File: src/rtl/ahb_res_reader.sv
// AHB-Lite slave that drains the convolver result FIFO through a pop-on-read RESULT register,
// with STATUS/CTRL registers, empty-FIFO wait states and a bounded-wait ERROR response.
module ahb_res_reader #(
    parameter int MAX_WAIT = 16
) (
    input  logic        clk,
    input  logic        n_rst,
    input  logic        hsel,
    input  logic [3:0]  haddr,
    input  logic [1:0]  htrans,
    input  logic        hwrite,
    input  logic [31:0] hwdata,
    input  logic        hready,
    output logic [31:0] hrdata,
    output logic        hreadyout,
    output logic        hresp,
    input  logic        fifo_empty,
    input  logic [15:0] fifo_data,
    output logic        fifo_renable
);
    localparam logic [3:0] ADDR_RESULT = 4'h0;
    localparam logic [3:0] ADDR_STATUS = 4'h4;
    localparam logic [3:0] ADDR_CTRL   = 4'h8;
    localparam logic [7:0] WAIT_LAST   = 8'(MAX_WAIT - 1);

    typedef enum logic [1:0] {
        IDLE   = 2'd0,
        RD_RES = 2'd1,
        ERR1   = 2'd2,
        ERR2   = 2'd3
    } state_t;

    state_t      state, state_nxt;
    logic        dp_act;
    logic        dp_write;
    logic [3:0]  dp_addr;
    logic [15:0] pop_cnt, pop_cnt_nxt;
    logic [7:0]  wait_cnt, wait_cnt_nxt;
    logic        accept;
    logic        pop;
    logic        clr;

    logic unused_bits;
    assign unused_bits = ^{hwdata[31:1], htrans[0]};

    // A stalled data phase never takes a new address phase, even if hready is driven high.
    assign accept = hsel & htrans[1] & hready & hreadyout;

    always_ff @(posedge clk or negedge n_rst) begin
        if (!n_rst) begin
            state    <= IDLE;
            dp_act   <= 1'b0;
            pop_cnt  <= '0;
            wait_cnt <= '0;
        end else begin
            state    <= state_nxt;
            dp_act   <= accept;
            pop_cnt  <= pop_cnt_nxt;
            wait_cnt <= wait_cnt_nxt;
        end
    end

    // Address-phase capture; only meaningful while dp_act qualifies it.
    always_ff @(posedge clk) begin
        if (accept) begin
            dp_addr  <= haddr;
            dp_write <= hwrite;
        end
    end

    always_comb begin
        state_nxt    = state;
        wait_cnt_nxt = wait_cnt;
        hrdata       = '0;
        hreadyout    = 1'b1;
        hresp        = 1'b0;
        fifo_renable = 1'b0;
        pop          = 1'b0;
        clr          = 1'b0;

        case (state)
            IDLE: begin
                if (dp_act && !dp_write && dp_addr == ADDR_STATUS)
                    hrdata = {pop_cnt, 15'h0, fifo_empty};
                if (dp_act && dp_write && dp_addr == ADDR_CTRL && hwdata[0])
                    clr = 1'b1;
            end
            RD_RES: begin
                if (!fifo_empty) begin
                    fifo_renable = 1'b1;
                    pop          = 1'b1;
                    hrdata       = {16'h0, fifo_data};
                    state_nxt    = IDLE;
                end else begin
                    hreadyout    = 1'b0;
                    wait_cnt_nxt = wait_cnt + 8'd1;
                    if (wait_cnt == WAIT_LAST)
                        state_nxt = ERR1;
                end
            end
            ERR1: begin
                hreadyout = 1'b0;
                hresp     = 1'b1;
                state_nxt = ERR2;
            end
            ERR2: begin
                hresp     = 1'b1;
                state_nxt = IDLE;
            end
            default: state_nxt = IDLE;
        endcase

        if (accept) begin
            wait_cnt_nxt = '0;
            if (haddr == ADDR_RESULT)
                state_nxt = hwrite ? ERR1 : RD_RES;
            else
                state_nxt = IDLE;
        end

        if (clr)
            pop_cnt_nxt = '0;
        else if (pop)
            pop_cnt_nxt = pop_cnt + 16'd1;
        else
            pop_cnt_nxt = pop_cnt;
    end
endmodule

File: config.mk
export PLATFORM = sky130hd
export DESIGN_NAME = ahb_res_reader
export DESIGN_NICKNAME = d
export VERILOG_FILES = /design/src/rtl/ahb_res_reader.sv
export SDC_FILE = /design/constraint.sdc
export NUM_CORES = 1
export LEC_CHECK = 0
export CAP_MARGIN = 15
export CORE_AREA = 4 4 70 72
export CTS_CLUSTER_SIZE = 20
export DETAILED_ROUTE_END_ITERATION = 12
export DIE_AREA = 0 0 74 76
export PLACE_DENSITY = 0.91
export RECOVER_POWER = 100
export SLEW_MARGIN = 15
export SYNTH_ARGS = -nofsm -noshare
export SYNTH_HDL_FRONTEND = slang
export SYNTH_SLANG_ARGS = --single-unit
File: constraint.sdc
create_clock -name clk -period 3.8 [get_ports clk]
set_input_delay 0.76 -clock clk [delete_from_list [all_inputs] [get_ports clk]]
set_output_delay 0.76 -clock clk [all_outputs]
set_load 0.01 [all_outputs]
Word level (Yosys, flattened, before mapping)

Cells that the tools add are included.

Add/sub/neg operators: 2
Equality and inequality tests: 7
Multiplexer cells: 20
Bitwise logic cells: 3
Reductions and logical operators: 15

Operators by type and width:

| cell                                          | number |
|---|---|
| case mux 32 bit (2 select lines)              | 1 |
| 2-to-1 mux 16 bit                             | 3 |
| 2-to-1 mux 32 bit                             | 1 |
| 2-to-1 mux 8 bit                              | 3 |
| adder 16 x 1 -> 16 bit, second input constant | 1 |
| 2-to-1 mux 2 bit                              | 5 |
| adder 8 x 1 -> 8 bit, second input constant   | 1 |
| == test 8 x 4 -> 1 bit, second input constant | 1 |
| case mux 2 bit (3 select lines)               | 1 |
| nonzero test 2 bit                            | 3 |
| logical AND 1 bit                             | 5 |
| 2-to-1 mux 1 bit                              | 5 |
| == test 2 bit, second input constant          | 2 |
| == test 4 x 3 -> 1 bit, second input constant | 1 |
| == test 4 bit, second input constant          | 1 |
| zero test 4 bit                               | 1 |
| inequality test 4 bit, second input constant  | 1 |
| AND reduction 2 bit                           | 2 |
| nonzero test 4 bit                            | 1 |
| AND 1 bit                                     | 3 |
| == test 2 x 1 -> 1 bit, second input constant | 1 |
| zero test 2 bit                               | 1 |
| case mux 1 bit (2 select lines)               | 1 |
| OR reduction 2 bit                            | 1 |
| zero test 1 bit                               | 1 |

Register bits: 32
Output and inout bits: 35
Logic and storage cells: 53

Logic depth before layout (Yosys ltp)

Depth after elaboration: 6
Depth in mapped cells: 7

Least setup slack after synthesis

No wires, ideal clock.

Kind: input -> output
Start point: input port fifo_empty
End point: output port hrdata[10]
Arrival time: 1697 ps
Data required time: 3040 ps
Path slack: 1343 ps
Stages: 4
Cells stage by stage: or3b_4 -> inv_1 -> clkbuf_1 -> and2_1

Longest elaborated chain between the ends: 2

RTL lines:

| item                             | RTL line | source |
|---|---|---|
| start, declared                  | 17       | `input logic fifo_empty,` |
| 2-to-1 mux 16 bit                | 89       | `if (!fifo_empty) begin` |
| case mux 32 bit (2 select lines) | 81       | `case (state)` |
| end, declared                    | 14       | `output logic [31:0] hrdata,` |

No other way between the ends.

Worst setup path in the final report

Start point: input port fifo_empty
End point: output port hrdata[4]

The elaborated chain is that of the path after synthesis.

==> metrics.cfg <==
[routing]
drt-initial-drc-count = 103
dr.pass1.iters = 4
num_vias = 1572
avgViaCountPerCell = 5.15
drt_wl_total_mm = 4.12
wire_per_inst_um = 13.5
drc = 0
ant_nets = 0

[sta]
fin_tns_setup_ns = 0
max_freq_ghz = 0.278
hold_viol = 0
finalWorstSetupSlack_ns = 0.206
post-route-period-util_pct = 94.6
setup_violations = 0
finalCriticalPeriod_ns = 3.59
rsz0062_at_grt = no
relSlewSlack_pct = 5.96
skew_ns = 0.00366
maxSlewViolCount = 0
worst_pin_slew_ns = 1.41

[power_and_ir_drop]
power.internal_uw = 694
ir_drop_v = 0.000262
p_seq_share_pct = 45.7
power_density_nw_per_um2 = 390
switchingPower_uw = 289
swShare_pct = 29.4
p_comb_share_pct = 26.1
power.leakage_uw = 0.00102
clock_power_share_pct = 28.2

[critical_path]
required_ns = 3.04
crit_chain = dlygate4sd3_1 -> or3b_4 -> inv_1 -> buf_12 -> and2_1 -> clkdlybuf4s50_1
cp_num_buf_inv = 4
worstSetupPathType = in -> out
cp.arrival_ns = 2.83
slowest_stage = dlygate4sd3_1
end_kind = output pin
path_delay_family = buffers and inverters
path_max_fanout = 18
cp_slowest_stage_delay_ns = 0.62
r2r_setup_slack_ns = 1.43
startpoint_type = primary input

[placed_design]
dp_hpwl_mm = 3.13
postPlaceCellArea_um2 = 2440
dp_cells = 298
pre_cts_slack_ns = 0.322
io_buffers = 62
gp_congestion = 0.783

[yosys]
ys_seq_area_share_pct = 47.0
syn_area_um2 = 1760
synth_edf_count = 5
syn_area_per_cell_um2 = 9.24
ys.warnings.count = 0
synthDistinctLibCells = 36
ys_ff_latch = 32
synth_ff_type = dfrtp_1
netlist_instances = 190
synth_async_sr_flop_share_pct = 84.4
syn_nets = 252

[die]
start_util_pct = 40.9
dieWidth_um = 74
core_um2 = 4290
rows = 24
ios = 95
die_h_um = 76
die_area_um2 = 5620

[clocking]
clockBufferDepth = 2
cts_tree = built
cts_hold_buf = 0
clk_pin_slew_worst_paths_ns = 0.06
cts_num_sinks = 32
numCtsBuffers = 5
cts_setup_buffers = 0
clock_latency_ns = 0.28
cts.repair.resized = 0
cts.htree.levels = 2
cts_root_buf = clkbuf_8

[final_layout]
fin_nets = 315
fin_cells = 305
final_cell_mix = 44 x clkdlybuf4s50_1, 27 x dfrtp_1, 22 x and2_1
num_antenna_cells = 0
num-fill-cells = 387
fin_area_um2 = 2520
final_common_cell = clkdlybuf4s50_1
area_growth_pct = 43.6
drive_above_1_share_pct = 4.35

[global_routing]
grt_max_degree = 28
gr-total-overflow = 0
grt_pass1_vias = 1456
grt.total_usage_pct = 15.4
grt_pass1_wl_mm = 6.72
antenna_found_initial = 0

[run_status]
status = finished clean

[run]
maxCapViolations = 0

[worst_hold_path]
hp-class = reg -> reg

-- kinds of logic after synthesis --
group                      Yosys count  synth area share (%)
AOI/OAI and AO/OA                   21                  7.84
xor gates and xnor gates            15                  7.48
adders and majority gates            2                  1.43
buffers and inverters               16                  3.49
DFF                                 32                  47.0
muxes                                1                 0.641
and+or+nand+nor                    103                  32.1
-- per-layer routing --
layer	track usage [%]	wire length, um	up-vias
met5	0	0	-
met4	6.16	106	0
met3	6.07	265	10
met2	24.0	2050	50
met1	18.9	1700	737
li1	-	-	775
-- power by group through the flow --
stage | Clock, uW | Combinational (uW) | Sequential (uW)
5_1_grt | 303 | 284 | 455
4_1_cts | 289 | 269 | 449
3_3_place_gp | 0 | 260 | 453
2_1_floorplan | 0 | 152 | 435
6_report | 277 | 256 | 449
3_5_place_dp | 0 | 268 | 455
-- path summary, 6_finish.rpt --
| check | cells past startpoint | startpoint | end |
|---|---|---|---|
| max | 6 | fifo_empty | hrdata[4] |
| min | 1 | pop_cnt[15]$_DFFE_PN0P_ | pop_cnt[15]$_DFFE_PN0P_ |
| max reg2reg | 5 | state[1]$_DFFE_PN0P_ | pop_cnt[13]$_DFFE_PN0P_ |
| min reg2reg | 1 | pop_cnt[15]$_DFFE_PN0P_ | pop_cnt[15]$_DFFE_PN0P_ |
| max in group asynchronous | 2 | n_rst | dp_act$_DFF_PN0_ |
| min in group asynchronous | 2 | n_rst | wait_cnt[7]$_DFFE_PN0P_ |
-- sequential cells by signal, summed over array words and instances, names as in the netlist --
register and cells:
dp_act 1, state 2, pop_cnt 16, wait_cnt 8
dp_addr 4, dp_write 1
-- cell type report --
cell class                      instances  area (um2)  share of cell area (%)
Multi-Input combinational cell        142         860                    34.1
Timing Repair Buffer                   66         652                    25.9
Tap cell                               52        65.1                    2.58
Inverter                                6        22.5                   0.893
Sequential cell                        32         826                    32.8
Clock buffer                            7        96.3                    3.82
-- synthesized netlist by cell type, drive strengths merged, types with 2 or more instances --
cell / count / area, um2
nor4: 5 / 31.3
o21ai: 5 / 25.0
nand2: 13 / 48.8
nand4: 5 / 31.3
nor2: 21 / 78.8
and2: 31 / 194
clkbuf: 9 / 33.8
edfxtp: 5 / 150
a211oi: 2 / 20.0
or4: 3 / 26.3
a21oi: 7 / 35.0
inv: 6 / 22.5
nor3: 7 / 35.0
ha: 2 / 25.0
nand3: 8 / 40.0
xnor2: 11 / 96.3
dfrtp: 27 / 676
xor2: 4 / 35.0
or3: 4 / 25.0
-- metrics by stage --
stage | utilization [%] | hold slack [ns] | power, uW
floorplan | - | 0.444 | 587
CTS | 59.2 | 0.489 | 1010
finish | 58.7 | 0.495 | 982
detailed placement | 56.9 | 0.476 | 723
global route | 58.7 | 0.518 | 1040
global placement | 56.9 | 0.469 | 713
Note: power is estimated with default switching activity, not from simulation.
